File: src/rtl/if_stage.sv
// Instruction-fetch stage: PC, req/ack fetch FSM, skid buffer and IF_ID register.
// Optional performance counters are enabled by defining IF_PERF_CNT_EN.
module if_stage #(
  parameter int unsigned     SIZE     = 32,
  parameter logic [SIZE-1:0] RESET_PC = '0,
  parameter logic [SIZE-1:0] NOP      = '0
) (
  input  logic              clk,
  input  logic              rst,
  input  logic              stall,
  input  logic              redirect,
  input  logic [SIZE-1:0]   redirect_pc,
  output logic              imem_req,
  output logic [SIZE-1:0]   imem_addr,
  input  logic              imem_ack,
  input  logic [SIZE-1:0]   imem_rdata,
  output logic [2*SIZE-1:0] IF_ID,
  output logic              if_id_valid
`ifdef IF_PERF_CNT_EN
  ,
  output logic [SIZE-1:0]   fetch_count,
  output logic [SIZE-1:0]   stall_count
`endif
);

  typedef enum logic [1:0] {S_IDLE, S_REQ, S_HOLD, S_DISCARD} state_e;

  localparam logic [SIZE-1:0]   PC_STEP  = SIZE'(4);
  localparam logic [SIZE-1:0]   LOW_MASK = SIZE'(3);
  localparam logic [2*SIZE-1:0] IF_ID_FLUSH = {{SIZE{1'b0}}, NOP};

  state_e            state_q, state_d;
  logic [SIZE-1:0]   pc_q, pc_d;
  logic [SIZE-1:0]   addr_q, addr_d;
  logic              req_q, req_d;
  logic [2*SIZE-1:0] if_id_q, if_id_d;
  logic              valid_q, valid_d;
  logic [2*SIZE-1:0] skid_q, skid_d;
  logic              load_valid;
  logic [SIZE-1:0]   pc_plus4;
  logic [SIZE-1:0]   redirect_aligned;

  assign pc_plus4         = pc_q + PC_STEP;
  assign redirect_aligned = redirect_pc & ~LOW_MASK;

  // State register together with all registered outputs and datapath.
  always_ff @(posedge clk or posedge rst) begin
    if (rst) begin
      state_q <= S_IDLE;
      pc_q    <= RESET_PC;
      addr_q  <= RESET_PC;
      req_q   <= 1'b0;
      if_id_q <= IF_ID_FLUSH;
      valid_q <= 1'b0;
      skid_q  <= '0;
    end else begin
      state_q <= state_d;
      pc_q    <= pc_d;
      addr_q  <= addr_d;
      req_q   <= req_d;
      if_id_q <= if_id_d;
      valid_q <= valid_d;
      skid_q  <= skid_d;
    end
  end

  // Next state: a redirect never waits, except that an un-acked request must drain.
  always_comb begin
    state_d = state_q;
    case (state_q)
      S_IDLE:    state_d = S_REQ;
      S_REQ: begin
        if (redirect)
          state_d = imem_ack ? S_REQ : S_DISCARD;
        else if (imem_ack && stall)
          state_d = S_HOLD;
      end
      S_HOLD:    if (redirect || !stall) state_d = S_REQ;
      S_DISCARD: if (imem_ack) state_d = S_REQ;
      default:   state_d = S_IDLE;
    endcase
  end

  always_comb begin
    pc_d       = pc_q;
    if_id_d    = if_id_q;
    valid_d    = valid_q;
    skid_d     = skid_q;
    load_valid = 1'b0;
    if (redirect) begin
      pc_d    = redirect_aligned;
      if_id_d = IF_ID_FLUSH;
      valid_d = 1'b0;
      skid_d  = '0;
    end else begin
      case (state_q)
        S_REQ: begin
          if (imem_ack) begin
            pc_d = pc_plus4;
            if (stall) begin
              skid_d = {pc_plus4, imem_rdata};
            end else begin
              if_id_d    = {pc_plus4, imem_rdata};
              valid_d    = 1'b1;
              load_valid = 1'b1;
            end
          end else if (!stall) begin
            valid_d = 1'b0;
          end
        end
        S_HOLD: begin
          if (!stall) begin
            if_id_d    = skid_q;
            valid_d    = 1'b1;
            load_valid = 1'b1;
          end
        end
        default: ;
      endcase
    end
    // DISCARD keeps the stale address on the bus until its ack drains.
    req_d  = (state_d == S_REQ) || (state_d == S_DISCARD);
    addr_d = (state_d == S_DISCARD) ? addr_q : pc_d;
  end

  assign imem_req    = req_q;
  assign imem_addr   = addr_q;
  assign IF_ID       = if_id_q;
  assign if_id_valid = valid_q;

`ifdef IF_PERF_CNT_EN
  logic [SIZE-1:0] fetch_cnt_q, stall_cnt_q;

  always_ff @(posedge clk or posedge rst) begin
    if (rst) begin
      fetch_cnt_q <= '0;
      stall_cnt_q <= '0;
    end else begin
      if (load_valid) fetch_cnt_q <= fetch_cnt_q + SIZE'(1);
      if (stall)      stall_cnt_q <= stall_cnt_q + SIZE'(1);
    end
  end

  assign fetch_count = fetch_cnt_q;
  assign stall_count = stall_cnt_q;
`else
  logic unused_load;
  assign unused_load = load_valid;
`endif

endmodule

File: config.mk
export PLATFORM = sky130hd
export DESIGN_NAME = if_stage
export DESIGN_NICKNAME = d
export VERILOG_FILES = /design/src/rtl/if_stage.sv
export SDC_FILE = /design/constraint.sdc
export NUM_CORES = 1
export LEC_CHECK = 0
export ABC_CLOCK_PERIOD_IN_PS = 15750
export CAP_MARGIN = 20
export CORE_MARGIN = 2
export CORE_UTILIZATION = 40
export DETAILED_ROUTE_END_ITERATION = 10
export PLACE_DENSITY = 0.74
export SLEW_MARGIN = 20
export SYNTH_ARGS = -nofsm -noshare
export SYNTH_HDL_FRONTEND = slang
export SYNTH_SLANG_ARGS = --single-unit
File: constraint.sdc
create_clock -name clk -period 15.75 [get_ports clk]
set_input_delay 3.15 -clock clk [delete_from_list [all_inputs] [get_ports clk]]
set_output_delay 3.15 -clock clk [all_outputs]
set_load 0.01 [all_outputs]
-- Word level (Yosys, flattened, before mapping)
Index checks and enable logic that the tools add are counted.
- reductions and logical operators: 12
- multiply operators: 0
- add/sub/neg operators: 1
- order comparisons: 0
- equality and inequality tests: 9
- bitwise logic cells: 0
- divide/modulo/power cells: 0
- shift operators: 0
- muxes and demuxes: 23
- operator list (kind ; number):
    $mux 64 ; 8
    $pmux 64 s2 ; 1
    $mux 32 ; 3
    $add 32x3->32 const B ; 1
    $mux 2 ; 5
    $ne 3x3->1 const B ; 3
    $pmux 2 s4 ; 1
    $eq 2x2->1 const B ; 3
    $reduce_bool 2->1 ; 3
    $eq 2x1->1 const B ; 2
    $mux 1 ; 4
    $ne 4x4->1 const B ; 1
    $reduce_and 4->1 ; 1
    $reduce_and 3->1 ; 1
    $reduce_bool 3->1 ; 1
    $logic_not 2->1 ; 1
    $logic_or 1x1->1 ; 2
    $pmux 1 s2 ; 1
    $reduce_and 2->1 ; 1
    $logic_and 1x1->1 ; 1
    $logic_not 1->1 ; 1
- flip-flop bits (word level): 196
- memory bits (read-only): 0
- memory bits (writable): 0
- memories: 0
- latch bits: 0
- word-level logic and storage cells: 52

-- Depth between registers and ports, before layout
Gate-level depths: netlist (run 1).
- depth after elaboration: 6
- gate-level depth with buffers: 7
- depth with buffers taken out: 6

-- Least setup slack after synthesis (run 1)
No wires, ideal clock.
- path type: input to register
- start: input imem_ack
- end: register if_id_q[45], in the netlist IF_ID[45]
- buffers on the path: 2
- data arrival time: 4573 ps
- data required time: 15608 ps
- stages on the path: 6
- slack: 11035 ps
- cell sequence: nand3b_1 a21oi_1 nor2_1 clkbuf_1 buf_1 o221ai_1
- cells in the longest elaborated chain, start to end: 2
- ends and longest elaborated chain (element ; RTL line ; text):
    start: declaration ; 15 ; input logic imem_ack,
    $ne 3x3->1 (no source line) ; n/a ;
    $reduce_and 4->1 (no source line) ; n/a ;
    end signal: assignment ; 61 ; if_id_q <= if_id_d;
    end: declaration ; 36 ; logic [2*SIZE-1:0] if_id_q, if_id_d;
No other way between the ends.
A chain may end at the register's enable or synchronous reset.

-- Worst setup path in the final report (run 1)
- start: input imem_ack
- end: register if_id_q[48], in the netlist IF_ID[48]
The elaborated chain is that of the path after synthesis.

==> results of run 1 <==
-- cell usage in the layout, fill, tap and decap left out, types with 3 or more instances in the layout --
master,n
and3_1,15
mux2_2,24
a21oi_1,62
a22oi_1,11
o221ai_1,4
a22o_1,6
a31oi_1,4
a221o_1,11
xnor2_1,38
clkinvlp_4,5
nor4_1,11
clkdlybuf4s50_1,163
clkbuf_1,4
a211oi_1,16
inv_1,5
nor3_1,15
nand4_1,12
a21o_1,3
nand3_1,16
nor2_1,42
buf_4,8
nand2_1,162
o31ai_1,38
mux2i_1,37
and4_1,4
xor2_1,16
o21ai_0,52
clkbuf_16,17
nor2b_1,4
dfrtp_1,196
-- worst max-delay path: stages --
cell             delay, ns
clkdlybuf4s50_1       0.43
nand3b_1              0.82
a21oi_1               0.39
nor2_4                0.49
buf_4                 0.77
nor2_1                0.28
a22o_1                0.26
-- cell families after synthesis --
logic type / synth area share [%]
compound gates: 15.57
xor+xnor: 5.161
fa+ha+maj: 0.1365
buf+inv: 3.400
flops: 53.52
mux: 6.991
simple gates: 15.22
-- per-stage QoR --
step	cell area, um2	instances	setup WS [ns]	total power, mW
after CTS	11520	1329	9.454	1.221
final	11530	1329	9.415	1.208
after floorplan	9164	912	7.259	0.6963
after global routing	11530	1329	9.164	1.268
after detailed placement	10970	1297	9.011	0.8031
after global placement	10960	1297	9.041	0.7989
-- worst min-delay path by stage --
stage,slack [ns],end,cells after the start,startpoint
2_1_floorplan,0.47,IF_ID[51],2,skid_q[51]
3_3_place_gp,0.45,imem_addr[3],2,imem_addr[3]
3_5_place_dp,0.47,IF_ID[36],2,IF_ID[36]
4_1_cts,0.48,IF_ID[36],2,IF_ID[36]
5_1_grt,0.51,IF_ID[13],2,IF_ID[13]
6_report,0.48,IF_ID[0],2,IF_ID[0]
-- power breakdown --
part	total, mW	internal (mW)	leakage, nW	switching [mW]
clock	0.414	0.224	0.253	0.191
sequential	0.580	0.546	2.54	0.0340
combinational	0.214	0.104	1.80	0.110
total	1.21	0.874	4.60	0.335
-- area by class of cell --
type                    count  area, um2  area share, %
clock inverters            10      98.84         0.8576
well taps                 285      356.6          3.094
clock buffers              22      454.2          3.941
repair buffers            172       1703          14.77
inverters                   7      33.78         0.2931
multi-input cells         637       3975          34.49
flip-flops and latches    196       4905          42.55
-- metal layers --
layer,up-vias,part of all wire (%)
met2,251,45
met3,19,5.9
met1,3501,48
met5,-,0
li1,3477,-
met4,0,0.83
-- flip-flops by register name, summed over array words and instances, names as in the netlist --
signal,count
imem_addr,32
state_q,2
IF_ID,64
pc_q,32
if_id_valid,1
skid_q,64
imem_req,1
==> flow_summary.ini, run 1 <==
[synthesis]
netlist_top_cells_area = dfrtp_1 54%, nand2_1 6.6%, mux2i_1 4.0%
async_flop_share_pct = 100.0
synth_top_cell_area_share_pct = 53.52
ys_types = 53
syn_avg_cell_area_um2 = 10.05
synth_area_um2 = 9164
syn_inst = 912
synth_nets = 982
synth_edf_count = 0
seq_area_frac_synth_pct = 53.52
synth_ff_type = dfrtp_1
synth.most_common_cell = dfrtp_1
synthTopCellsByCount = 196 x dfrtp_1, 162 x nand2_1, 62 x a21oi_1
synth_top_area_cell = dfrtp_1
yosys_warnings = 0
synth_seq_cells = 196

[sta]
finClkSkew_ns = 0.01230
fin_setup_tns_ns = 0
whs_ns = 0.4759
grt_setup_unrepaired = no
finalHoldViolCount = 0
worstMarginPinSlew_ns = 1.093
fmax_mhz = 157.8
slew_violations = 0
slew_headroom_pct = 26.91
finalCritPeriodShare_pct = 40.22
period_minus_slack_ns = 6.335
setup_violations = 0

[global_routing]
grt_pass1_wl_mm = 37.22
antenna_found_initial = 0
use_met3_pct = 4.123
grt_overflow_total = 0
grt_max_degree = 117
grt.busiest_layer = met2
grt_use_total_pct = 19.23
grt_pass1_vias = 6979
use_met1_pct = 28.09
met2_usage_pct = 29.35

[pwr]
irDropWorstVdd_uv = 66.76
pwr_density_cell_nw_per_um2 = 104.8
p_leak_nw = 4.595

[placed_design]
dp_hpwl_mm = 15.11
place_congestion = 0.8477
port_buffers = 164

[clock_network]
clock_latency_ns = 0.42
cts_tree = done
clockBufferDepth = 2
cts_made_buffers = 17
clock-sinks = 196
cts_hold_buf = 0
cts_resized = 0
clk_pin_slew_ns = 0.07
cts_root_buf = clkbuf_16
post-cts-setup-buffers = 0
htree_levels = 4

[finish]
fin_util_pct = 51.06
fill_cells = 2009
area_growth_pct = 25.78
final_nets = 1101
num_antenna_cells = 0
drive_gt1_share_pct = 7.088

[worst_setup_path]
crit_arrival_ns = 6.64
reg2regPathDepth = 6
crit_required_ns = 16.05
r2r_setup_slack_ns = 12.13
startpoint_type = primary input
end_kind = flip-flop
r2r_start = state_q[0]
setup.worst_path.end = IF_ID[48]
setup.worst_path.start = imem_ack
crit_type = in -> reg
timing.rr.end = IF_ID[48]
crit_fanout = 88

[detailed_routing]
finalWirelength_mm = 23.10
via_per_inst = 5.454
dr.pass1.iters = 5
via_count = 7248
drc = 0
drtIter0Drc = 449
wl_per_cell_um = 17.38
detail-route-antenna-nets = 0

[floorplanning]
dieArea_um2 = 24140
dieHeight_um = 155.4
pin_count = 167
die_w_um = 155.4
start_util_pct = 40.60
coreArea_um2 = 22570
rows = 55

[flow_run]
drv_cap = 0

[run_status]
status = complete, no violations

[min_path]
holdCritPathClass = reg -> reg
No activity file was read; power rests on OpenSTA's default activity.
==> run 2, diff against run 1 <==
--- a/config.mk
+++ b/config.mk
@@ -5,7 +5,7 @@
 export SDC_FILE = /design/constraint.sdc
 export NUM_CORES = 1
 export LEC_CHECK = 0
-export ABC_CLOCK_PERIOD_IN_PS = 15750
+export ABC_CLOCK_PERIOD_IN_PS = 6100
 export CAP_MARGIN = 20
 export CORE_MARGIN = 2
 export CORE_UTILIZATION = 40
==> constraint.sdc (replaced) <==
create_clock -name clk -period 6.1 [get_ports clk]
set_input_delay 1.22 -clock clk [delete_from_list [all_inputs] [get_ports clk]]
set_output_delay 1.22 -clock clk [all_outputs]
set_load 0.01 [all_outputs]
==> run 2 against run 1 <==
First-iteration DRC count increased by 20%. Critical path type unchanged. Largest cell class unchanged. Largest power group unchanged. Worst setup slack lost 6.6 ns. Total power rose to 2.6 times the previous value. Critical path depth shrank 1. Critical endpoint is now imem_addr[29]. Combinational power grew to 2.6 times the previous value. Core utilization rose by 0.22 points. Via count up 0.17%. Design area up 0.42%. Highest routed layer unchanged. Die area did not move.
==> flow_summary.ini, run 2 (same netlist as run 1, synthesis figures left out) <==
[worst_setup_path]
startpoint_type = primary input
crit_buf_inv = 2
r2r_start = state_q[0]
r2r_setup_slack_ns = 3.32
crit_required_ns = 6.46
reg2regPathDepth = 6
crit_chain = clkdlybuf4s50_1, nand2b_1, nor2_1, buf_4, nor2_1, a311o_1
path_delay_family = simple AND/OR/NAND/NOR gates
slowest_delay_ns = 0.85
cp_slowest_cell = nor2_1
crit_type = in -> reg
cp.depth = 6
setup.worst_path.start = imem_ack
crit_fanout = 16
end_kind = flip-flop
setup.worst_path.end = imem_addr[29]
crit_arrival_ns = 3.67
cpMostUsedCell = nor2_1
timing.rr.end = IF_ID[22]

[floorplanning]
pin_count = 167
die_w_um = 155.4
start_util_pct = 40.60
coreArea_um2 = 22570
dieHeight_um = 155.4
dieArea_um2 = 24140
rows = 55

[placed_design]
dp_cells = 1302
place_area_um2 = 11000
port_buffers = 164
place_congestion = 0.8756
dp_hpwl_mm = 15.27

[global_routing]
grt_overflow_total = 0
grt_use_total_pct = 19.35
antenna_found_initial = 0
grt_pass1_vias = 7010
grt_pass1_wl_mm = 37.35
grt_max_degree = 88

[sta]
fin_setup_tns_ns = 0
setup_violations = 0
fmax_mhz = 302.4
finalHoldViolCount = 0
slew_headroom_pct = 26.09
finClkSkew_ns = 0.01069
grt_setup_unrepaired = no
slew_violations = 0
finalCritPeriodShare_pct = 54.21
worstMarginPinSlew_ns = 1.105
period_minus_slack_ns = 3.307

[clock_network]
cts_resized = 0
clock_latency_ns = 0.43
post-cts-setup-buffers = 0
clockBufferDepth = 2
cts_hold_buf = 0
htree_levels = 4
clock-sinks = 196
cts_made_buffers = 17
cts_tree = done
clk_pin_slew_ns = 0.07
cts_root_buf = clkbuf_16

[flow_run]
drv_cap = 0

[finish]
final_nets = 1106
fin_util_pct = 51.28
fill_cells = 2017
layout_common_cells = 196 x dfrtp_1, 163 x clkdlybuf4s50_1, 162 x nand2_1
num_antenna_cells = 0
area_growth_pct = 26.31
drive_gt1_share_pct = 7.817
stdcell_count = 1334
layout.cells.most_common = dfrtp_1
finalInstanceArea_um2 = 11570

[pwr]
irDropWorstVdd_uv = 151.8
pwr_density_cell_nw_per_um2 = 272.4
p_total_mw = 3.153
p_leak_nw = 4.636

[detailed_routing]
drc = 0
via_count = 7260
drtIter0Drc = 540
wl_per_cell_um = 17.33
detail-route-antenna-nets = 0
finalWirelength_mm = 23.11
via_per_inst = 5.442
dr.pass1.iters = 5

[min_path]
holdCritPathClass = reg -> reg

[run_status]
status = complete, no violations
run 2: changes by cell type in the layout (fill, tap and decap cells not counted), sizes merged:
cell	delta
buf	+5
clkbuf	-5
clkinv	+4
inv	+2
clkinvlp	-1
run 2: cell type report:
type / count / area, um2 / share of cell area (%)
multi-input combinational: 637 / 3970 / 34.30
clock buffer: 17 / 425.4 / 3.675
timing repair buffer: 177 / 1737 / 15.00
sequential: 196 / 4905 / 42.37
tap: 285 / 356.6 / 3.081
inverter: 7 / 30.03 / 0.2594
clock inverter: 15 / 151.4 / 1.308
run 2: worst min-delay path by stage:
stage / slack [ns] / cells past startpoint / startpoint / endpoint
after global placement: 0.45 / 2 / IF_ID[34] / IF_ID[34]
after CTS: 0.48 / 2 / IF_ID[6] / IF_ID[6]
after global routing: 0.50 / 2 / IF_ID[21] / IF_ID[21]
after floorplan: 0.47 / 2 / skid_q[51] / IF_ID[51]
final: 0.48 / 2 / IF_ID[34] / IF_ID[34]
after detailed placement: 0.47 / 2 / IF_ID[26] / IF_ID[26]
run 2: stage by stage:
step	worst slack, ns	hold WS [ns]
global placement	2.429	0.4536
detailed placement	2.393	0.4655
CTS	2.848	0.4818
floorplan	2.348	0.4676
finish	2.793	0.4760
global route	2.638	0.5021
run 2: per-layer routing:
metal / global-route usage [%] / wire length, um / vias up / share of wire [%]
met5: 0 / 0 / - / 0
met4: 5.636 / 300 / 0 / 1.3
met3: 3.565 / 1336 / 27 / 5.8
met1: 27.57 / 11020 / 3495 / 48
li1: - / - / 3490 / -
met2: 30.32 / 10460 / 248 / 45
run 2: report_power, final:
group	switching, mW	internal (mW)	leakage (nW)	total [mW]
registers	0.0871	1.41	2.54	1.50
logic	0.283	0.270	1.82	0.553
clock network	0.528	0.575	0.275	1.10
total	0.899	2.25	4.64	3.15
run 2: worst min-delay path, cell delays in order, from the launching register on:
cell	delay, ns
dfrtp_1	0.35
nand2_1	0.05
nand2_1	0.05
